`src/rtl/alu_issue_pkg.sv`:
```
// Shared constants and types for the ALU issue controller: ALU control codes,
// main-decoder ALUOp values, R-type funct values and the controller state type.
package alu_issue_pkg;

    // 4-bit control codes understood by the combinational ALU
    localparam logic [3:0] CTRL_AND  = 4'b0000;
    localparam logic [3:0] CTRL_OR   = 4'b0001;
    localparam logic [3:0] CTRL_ADD  = 4'b0010;
    localparam logic [3:0] CTRL_MULT = 4'b0011;
    localparam logic [3:0] CTRL_SLL  = 4'b0101;
    localparam logic [3:0] CTRL_SUB  = 4'b0110;
    localparam logic [3:0] CTRL_SLT  = 4'b0111;
    localparam logic [3:0] CTRL_NOR  = 4'b1100;
    localparam logic [3:0] CTRL_SNE  = 4'b1110;
    localparam logic [3:0] CTRL_SRLV = 4'b1111;

    // ALUOp values produced by the main decoder
    localparam logic [2:0] ALUOP_ADD   = 3'b000;
    localparam logic [2:0] ALUOP_SUB   = 3'b001;
    localparam logic [2:0] ALUOP_RTYPE = 3'b010;
    localparam logic [2:0] ALUOP_SLT   = 3'b011;
    localparam logic [2:0] ALUOP_OR    = 3'b100;
    localparam logic [2:0] ALUOP_SNE   = 3'b101;

    // R-type funct field values
    localparam logic [5:0] FUNCT_SLL  = 6'h00;
    localparam logic [5:0] FUNCT_SRLV = 6'h06;
    localparam logic [5:0] FUNCT_MULT = 6'h18;
    localparam logic [5:0] FUNCT_ADD  = 6'h20;
    localparam logic [5:0] FUNCT_SUB  = 6'h22;
    localparam logic [5:0] FUNCT_AND  = 6'h24;
    localparam logic [5:0] FUNCT_OR   = 6'h25;
    localparam logic [5:0] FUNCT_NOR  = 6'h27;
    localparam logic [5:0] FUNCT_SLT  = 6'h2A;

    // funct -> control lookup; entry i of FUNCT_TAB maps to entry i of CTRL_TAB
    localparam int N_FUNCT = 9;
    localparam logic [N_FUNCT-1:0][5:0] FUNCT_TAB = {
        FUNCT_ADD, FUNCT_SUB, FUNCT_AND, FUNCT_OR, FUNCT_NOR,
        FUNCT_SLT, FUNCT_MULT, FUNCT_SLL, FUNCT_SRLV
    };
    localparam logic [N_FUNCT-1:0][3:0] CTRL_TAB = {
        CTRL_ADD, CTRL_SUB, CTRL_AND, CTRL_OR, CTRL_NOR,
        CTRL_SLT, CTRL_MULT, CTRL_SLL, CTRL_SRLV
    };

    typedef enum logic [1:0] {
        ST_IDLE  = 2'd0,
        ST_EXEC  = 2'd1,
        ST_MWAIT = 2'd2,
        ST_DONE  = 2'd3
    } state_t;

endpackage

```
`src/rtl/alu_op_decode.sv`:
```
// Combinational ALUOp/funct translator. Produces the ALU control code, a
// multiply flag (selects the multi-cycle hold) and an illegal-encoding flag.
module alu_op_decode
    import alu_issue_pkg::*;
(
    input  logic [2:0] alu_op,
    input  logic [5:0] funct,
    output logic [3:0] ctrl,
    output logic       is_mult,
    output logic       illegal
);

    logic [N_FUNCT-1:0] funct_hit;
    logic [3:0]         funct_ctrl;

    // One comparator per table entry; the table entries are unique so at
    // most one hit bit is ever set.
    genvar gi;
    generate
        for (gi = 0; gi < N_FUNCT; gi++) begin : g_funct_hit
            assign funct_hit[gi] = (funct == FUNCT_TAB[gi]);
        end
    endgenerate

    // Select the control code of the matching funct entry
    always_comb begin
        funct_ctrl = CTRL_AND;
        for (int i = 0; i < N_FUNCT; i++) begin
            if (funct_hit[i]) begin
                funct_ctrl = CTRL_TAB[i];
            end
        end
    end

    // ALUOp decode; R-type defers to the funct lookup
    always_comb begin
        ctrl    = CTRL_AND;
        is_mult = 1'b0;
        illegal = 1'b0;
        case (alu_op)
            ALUOP_ADD:   ctrl = CTRL_ADD;
            ALUOP_SUB:   ctrl = CTRL_SUB;
            ALUOP_SLT:   ctrl = CTRL_SLT;
            ALUOP_OR:    ctrl = CTRL_OR;
            ALUOP_SNE:   ctrl = CTRL_SNE;
            ALUOP_RTYPE: begin
                ctrl    = funct_ctrl;
                illegal = ~(|funct_hit);
                is_mult = (funct == FUNCT_MULT);
            end
            default:     illegal = 1'b1;
        endcase
    end

endmodule

```
`src/rtl/alu_issue_ctrl.sv`:
```
// Issue controller in front of the combinational ALU. Accepts a decoded
// packet, drives the ALU inputs for the operation's latency (longer for
// multiply), captures result/zero and presents them on a valid/ready output.
module alu_issue_ctrl
    import alu_issue_pkg::*;
#(
    parameter int unsigned MULT_CYCLES = 3
) (
    input  logic        clk_i,
    input  logic        rst_n,
    input  logic        in_valid_i,
    output logic        in_ready_o,
    input  logic [2:0]  alu_op_i,
    input  logic [5:0]  funct_i,
    input  logic [31:0] src1_i,
    input  logic [31:0] src2_i,
    output logic [3:0]  alu_ctrl_o,
    output logic [31:0] alu_src1_o,
    output logic [31:0] alu_src2_o,
    input  logic [31:0] alu_result_i,
    input  logic        alu_zero_i,
    output logic        out_valid_o,
    input  logic        out_ready_i,
    output logic [31:0] result_o,
    output logic        zero_o,
    output logic        err_o
);

    localparam int CW = $clog2(MULT_CYCLES) + 1;
    // MWAIT counts down to zero and then spends one cycle in EXEC, so the
    // ALU inputs are held for exactly MULT_CYCLES cycles before capture.
    localparam logic [CW-1:0] CNT_LOAD = (MULT_CYCLES > 1) ? CW'(MULT_CYCLES - 2) : '0;
    localparam logic [CW-1:0] CNT_ONE  = CW'(1);

    state_t      state_reg, state_next;
    logic [CW-1:0] cnt_reg, cnt_next;
    logic [3:0]  alu_ctrl_reg, alu_ctrl_next;
    logic [31:0] alu_src1_reg, alu_src1_next;
    logic [31:0] alu_src2_reg, alu_src2_next;
    logic [31:0] result_reg, result_next;
    logic        zero_reg, zero_next;
    logic        err_reg, err_next;

    logic [3:0]  dec_ctrl;
    logic        dec_is_mult;
    logic        dec_illegal;

    alu_op_decode u_decode (
        .alu_op  (alu_op_i),
        .funct   (funct_i),
        .ctrl    (dec_ctrl),
        .is_mult (dec_is_mult),
        .illegal (dec_illegal)
    );

    // State and datapath registers; reset drops any in-flight packet
    always_ff @(posedge clk_i or negedge rst_n) begin
        if (!rst_n) begin
            state_reg    <= ST_IDLE;
            cnt_reg      <= '0;
            alu_ctrl_reg <= '0;
            alu_src1_reg <= '0;
            alu_src2_reg <= '0;
            result_reg   <= '0;
            zero_reg     <= 1'b0;
            err_reg      <= 1'b0;
        end else begin
            state_reg    <= state_next;
            cnt_reg      <= cnt_next;
            alu_ctrl_reg <= alu_ctrl_next;
            alu_src1_reg <= alu_src1_next;
            alu_src2_reg <= alu_src2_next;
            result_reg   <= result_next;
            zero_reg     <= zero_next;
            err_reg      <= err_next;
        end
    end

    // Next-state and next-datapath logic; everything holds unless a state acts
    always_comb begin
        state_next    = state_reg;
        cnt_next      = cnt_reg;
        alu_ctrl_next = alu_ctrl_reg;
        alu_src1_next = alu_src1_reg;
        alu_src2_next = alu_src2_reg;
        result_next   = result_reg;
        zero_next     = zero_reg;
        err_next      = err_reg;
        case (state_reg)
            ST_IDLE: begin
                if (in_valid_i) begin
                    if (dec_illegal) begin
                        // Nothing reaches the ALU; report the error directly
                        result_next = '0;
                        zero_next   = 1'b0;
                        err_next    = 1'b1;
                        state_next  = ST_DONE;
                    end else begin
                        alu_ctrl_next = dec_ctrl;
                        alu_src1_next = src1_i;
                        alu_src2_next = src2_i;
                        if (dec_is_mult && (MULT_CYCLES > 1)) begin
                            cnt_next   = CNT_LOAD;
                            state_next = ST_MWAIT;
                        end else begin
                            state_next = ST_EXEC;
                        end
                    end
                end
            end
            ST_MWAIT: begin
                if (cnt_reg == '0) begin
                    state_next = ST_EXEC;
                end else begin
                    cnt_next = cnt_reg - CNT_ONE;
                end
            end
            ST_EXEC: begin
                result_next = alu_result_i;
                zero_next   = alu_zero_i;
                err_next    = 1'b0;
                state_next  = ST_DONE;
            end
            ST_DONE: begin
                if (out_ready_i) begin
                    state_next = ST_IDLE;
                end
            end
            default: state_next = ST_IDLE;
        endcase
    end

    assign in_ready_o  = (state_reg == ST_IDLE);
    assign out_valid_o = (state_reg == ST_DONE);
    assign alu_ctrl_o  = alu_ctrl_reg;
    assign alu_src1_o  = alu_src1_reg;
    assign alu_src2_o  = alu_src2_reg;
    assign result_o    = result_reg;
    assign zero_o      = zero_reg;
    assign err_o       = err_reg;

endmodule
```
`config.mk`:
```
export PLATFORM = sky130hd
export DESIGN_NAME = alu_issue_ctrl
export DESIGN_NICKNAME = d
export VERILOG_FILES = /design/src/rtl/alu_issue_pkg.sv /design/src/rtl/alu_op_decode.sv /design/src/rtl/alu_issue_ctrl.sv
export SDC_FILE = /design/constraint.sdc
export NUM_CORES = 1
export LEC_CHECK = 0
export ABC_AREA = 1
export BUFFER_PORTS_ARGS = -buffer_cell sky130_fd_sc_hd__buf_2
export CORE_MARGIN = 2
export CORE_UTILIZATION = 48
export DETAILED_ROUTE_END_ITERATION = 8
export PLACE_DENSITY = 0.88
export SLEW_MARGIN = 0
export SYNTH_ARGS = -nofsm -noshare
export SYNTH_HDL_FRONTEND = slang
export SYNTH_SLANG_ARGS = --single-unit
```
`constraint.sdc`:
```
create_clock -name clk_i -period 4.71 [get_ports clk_i]
set_input_delay 0.2355 -clock clk_i [delete_from_list [all_inputs] [get_ports clk_i]]
set_output_delay 0.2355 -clock clk_i [all_outputs]
set_load 0.05 [all_outputs]
```
# Word level (Yosys, flattened, before mapping)

Index checks and enable logic that the tools add are counted.

RAM bits: 0
Memory bits (read-only): 0
Memories: 0
Latch bits: 0
Register bits: 107
Output and inout bits: 104
Word-level logic and storage cells: 78

Shift operators: 0
Mux-type cells: 32
Reductions and logical operators: 12
Divide/modulo/power cells: 0
Equality and inequality tests: 23
$lt $le $gt $ge: 0
Add/subtract/negate cells: 1
$mul: 0
Bitwise operators: 2

Operators by type and width:

| kind                                           | number |
|---|---|
| two-way mux 32 bit                             | 2 |
| one-hot mux 32 bit (2 select lines)            | 1 |
| == test 6 bit (second input constant)          | 6 |
| two-way mux 4 bit                              | 9 |
| one-hot mux 4 bit (6 select lines)             | 1 |
| two-way mux 3 bit                              | 4 |
| two-way mux 2 bit                              | 5 |
| AND reduction 3 bit                            | 3 |
| OR reduction 9 bit                             | 1 |
| != test 2 bit (second input constant)          | 4 |
| one-hot mux 2 bit (4 select lines)             | 1 |
| == test 3 x 2 -> 1 bit (second input constant) | 2 |
| == test 3 bit (second input constant)          | 2 |
| == test 6 x 3 -> 1 bit (second input constant) | 1 |
| == test 6 x 5 -> 1 bit (second input constant) | 1 |
| logical NOT 3 bit                              | 2 |
| logical NOT 6 bit                              | 1 |
| != test 2 x 1 -> 1 bit (second input constant) | 3 |
| one-hot mux 1 bit (2 select lines)             | 3 |
| one-hot mux 3 bit (2 select lines)             | 1 |
| two-way mux 1 bit                              | 5 |
| AND reduction 5 bit                            | 1 |
| OR reduction 5 bit                             | 1 |
| == test 2 bit (second input constant)          | 2 |
| other kinds (6)                                | 8 |

# Longest topological paths before layout

Word-level depth: 11
Depth in mapped cells: 13

# Modules after synthesis

From an unflattened synthesis, not the netlist that was laid out.

Cells, all modules: 566
Area total of the unflattened synthesis: 4702.0 sq um

Modules (own cells, without submodules):

| module         | area an instance (sq um) | times used | cells an instance |
|---|---|---|---|
| alu_issue_ctrl | 4400.5                   | 1          | 505 |
| alu_op_decode  | 301.5                    | 1          | 61 |

# Worst setup path after synthesis

Ideal clock, no wire load.

Kind: register -> register
From: register state_reg[0]
To: register cnt_reg[2]
Clock period less this slack: 1956 ps
Arrival time: 1869 ps
Data required time: 4623 ps
Stages on the path, launching flop included: 9
Setup slack: 2754 ps
Cells stage by stage: dfrtp_1 -> inv_1 -> ha_1 -> inv_1 -> nor2_1 -> a21oi_1 -> nor3_1 -> nand2_1 -> a22oi_1

Cells in the longest elaborated chain, start to end: 3

RTL lines:

| element                                                | RTL line             | RTL |
|---|---|---|
| start: declaration                                     | alu_issue_ctrl.sv:35 | `state_t state_reg, state_next;` |
| start signal: assignment                               | alu_issue_ctrl.sv:68 | `state_reg <= state_next;` |
| logical NOT 2 bit (*)                                  | --                   |  |
| named net in_ready_o                                   | alu_issue_ctrl.sv:12 | `output logic in_ready_o,` |
| != test 2 bit (no source line) (tied with other cells) | --                   |  |
| AND reduction 5 bit (no source line)                   | --                   |  |
| end signal: assignment                                 | alu_issue_ctrl.sv:69 | `cnt_reg <= cnt_next;` |
| end: declaration                                       | alu_issue_ctrl.sv:36 | `logic [CW-1:0] cnt_reg, cnt_next;` |

The timed path passes the listed nets; every way through them passes the cells marked *.
A chain may end at the register's enable or synchronous reset.

# Final worst setup path

From: register state_reg[0]
To: register alu_src2_reg[21] (netlist: alu_src2_o[21])

Cells in the longest elaborated chain, start to end: 2

RTL lines:

| element                              | RTL line             | RTL |
|---|---|---|
| logical NOT 2 bit                    | alu_issue_ctrl.sv:89 | `case (state_reg)` |
| AND reduction 3 bit (no source line) | --                   |  |
| end signal: assignment               | alu_issue_ctrl.sv:72 | `alu_src2_reg <= alu_src2_next;` |
| end: declaration                     | alu_issue_ctrl.sv:39 | `logic [31:0] alu_src2_reg, alu_src2_next;` |

Every way passes these cells.

==> summary.md <==
| Metric | Value |
|---|---|
| Port bufs | around 210 |
| Crit path DAT | roughly 3300 ps |
| IO Count | roughly 210 |
| Post-Synthesis Net Count | roughly 700 |
| Final HPWL DP | approximately 8500 um |
| Syn avg cell area | ~8 um2 |
| Post-synth top area share | a little under three fifths |
| Worst-path clk slew | 110 ps |
| Drt total wl | ~12,000 um |
| Status | complete, no violations |
| 1st-pass router iterations | 4 |
| Fmax | ~330 MHz |
| Hold Path Class | input pin to flip-flop |
| GRT Total Usage | between 20% and 30% |
| Top post-synthesis cells by area | dfrtp_1 (56%), nand2_1 (25%), nand3_1 (4.9%), inv_1 (4.0%), ha_1 (1.6%) |
| Largest net degree at the start of global routing | 74 |
| Crit path time final | between 3000 and 4000 ps |
| CP Max Fanout | 73 |
| Final Setup Violations | 0 |
| # H-tree levels | 3 |
| Die area | 10,800 um2 |
| Drt drc | 0 |
| CP Capture Type | flip-flop |
| Yosys warning count | 0 |
| RSZ-0062 raised after global routing | false |
| DRT antenna net count | 0 |
| Tcrit/Tclk final | about two thirds |
| Vias | approximately 4,500 |
| # rows | 36 |
| Peak VDD IR | 0.000394 V |
| Total gr overflow | 0 |
| Clock buffer depth | 2 |
| Rel. slew slack | between 20% and 30% |
| Commonest non-fill, non-tap cell in the layout | nand2_1 |
| Cell taking the most area after synthesis | dfrtp_1 |
| CTS Sinks | about 110 |
| Starting Density | between 40% and 50% |
| Worst path required time | about 5000 ps |
| Yosys cell types | 26 |
| Die X | around 100 um |
| Clock Skew | 11.7 ps |
| Die span in y | ~100 um |
| Multi-input logic area | 1770 um2 |
| Placed cell areas | between 5000 and 6000 um2 |
| CTS root buf | clkbuf_8 |
| Layout overhead on the synthesized area | 27.1% |
| Vias per cell | about 4.7 |
| Leakage power | a little under 4 nW |
| Share of cells above drive strength 1 | between 20% and 30% |
| Endpoints failing hold | 0 |
| Power per cell area | around 820 nW/um2 |
| Post-synthesis sequential area ratio | 55.7% |
| Core box area | slightly below 10,000 um2 |
| Gpl congestion | a little under 0.9 |
| Crit path kind | flip-flop to flip-flop |
| Clk_lat worst skew | between 300 and 400 ps |
| First-pass GRT wire length | between 15,000 and 20,000 um |
| Fin Setup TNS | 0 ps |
| Vias in the first global route | 4,169 |
| CTS buffer count | 9 |
| Flops & latches, synth | 107 |
| Most frequent cells in the layout | nand2_1 (320), buf_2 (212), dfrtp_1 (107) |
| CTS tree | yes |
| Initial antenna violation count | 2 |
| Critical path startpoint category | flip-flop |
| Initial DRC Count | 286 |
| Worst Max-Slew Pin Slew | ~1100 ps |
| Max Slew Vio Count | 0 |
| Net count, final | 923 |
| Sequential cell area | roughly 2700 um2 |
| Fill count | 886 |
| Final instance area | 6110 um2 |
| Max Cap Viol | 0 |
| Mapped Area | 4800 um2 |
| Mapped Cells | 605 |
| WL per Instance | roughly 12 um |
-- worst max-delay path, stage by stage (launching register included) --
cell and delay [ps]:
dfrtp_1 410, inv_1 100, ha_1 180, nand2_1 60
inv_1 170, nand3_4 620, inv_2 1060, nand2_1 170
nand2_1 120
-- timing repair --
item / 4_1_cts / 5_1_grt
hold endpoints to repair: 64 / 0
gates resized for setup: 0 / 0
hold buffers: 1 / 0
buffers inserted: 0 / 0
-- synthesized netlist by cell type (all sizes together) --
master	count
nor2	19
ha	6
a22oi	2
clkinv	1
nand2	323
inv	53
o21bai	1
nand3	49
o21ai	11
nand4	1
buf	19
a21oi	3
a221oi	1
nor3	1
mux2i	1
clkbuf	7
dfrtp	107
-- stage by stage --
stage	utilization [%]	std cells	total power, W	setup slack (ps)	hold WS [ps]
final	62.8	946	0.00498	1660	55.9
after global routing	62.8	946	0.00530	1390	33.4
after CTS	62.7	945	0.00502	1660	39.3
after detailed placement	60.7	928	0.00448	1660	367
after global placement	60.7	928	0.00442	1710	369
after floorplan	-	605	0.00381	2750	-60.1
-- final timing paths --
kind / slack (ps) / end / startpoint / cells past startpoint
setup / recovery: 1660 / alu_src2_o[21]$_DFFE_PN0P_ / state_reg[0]$_DFFE_PN0P_ / 8
hold / removal: 60 / alu_src1_o[26]$_DFFE_PN0P_ / src1_i[26] / 3
setup reg to reg: 1660 / alu_src2_o[21]$_DFFE_PN0P_ / state_reg[0]$_DFFE_PN0P_ / 8
hold reg to reg: 480 / alu_src2_o[27]$_DFFE_PN0P_ / alu_src2_o[27]$_DFFE_PN0P_ / 2
max in group asynchronous: 3150 / result_o[23]$_DFFE_PN0P_ / rst_n / 3
min in group asynchronous: 490 / alu_src1_o[20]$_DFFE_PN0P_ / rst_n / 2
-- final cells by class --
class,count,area share [%]
Inverter,54,3.32
Timing Repair Buffer,217,18.0
Tap cell,133,2.73
Multi-Input combinational cell,418,29.0
Clock inverter,5,0.738
Clock buffer,11,2.32
Antenna cell,1,0.0410
Sequential cell,107,43.9
-- routing by layer --
layer	vias up	GRT usage [%]	part of all wire, %	routed length (um)
met1	2039	28.6	44	5190
li1	2236	-	-	-
met2	193	36.1	47	5600
met4	2	6.27	1.4	162
met3	18	5.01	7.2	846
met5	-	0	0.14	17
-- report_power, final --
group | switching [W] | leakage (nW) | internal (W)
Combinational | 0.00227 | 2.44 | 0.000628
Sequential | 0.000216 | 1.37 | 0.00134
Clock | 0.000313 | 0.0921 | 0.000215
-- cells by family (layout without fill, tap and decap cells) --
family          count (synthesis)  after routing  synth area share, %
fa+ha+maj                       6              6                 1.56
mux                             1              1                0.208
simple gates                  393            393                 32.9
compound gates                 18             18                 2.11
flops                         107            107                 55.7
buf+inv                        80            287                 7.45
other cells                     0              1                    0
Power figures use the tool's default switching activity.
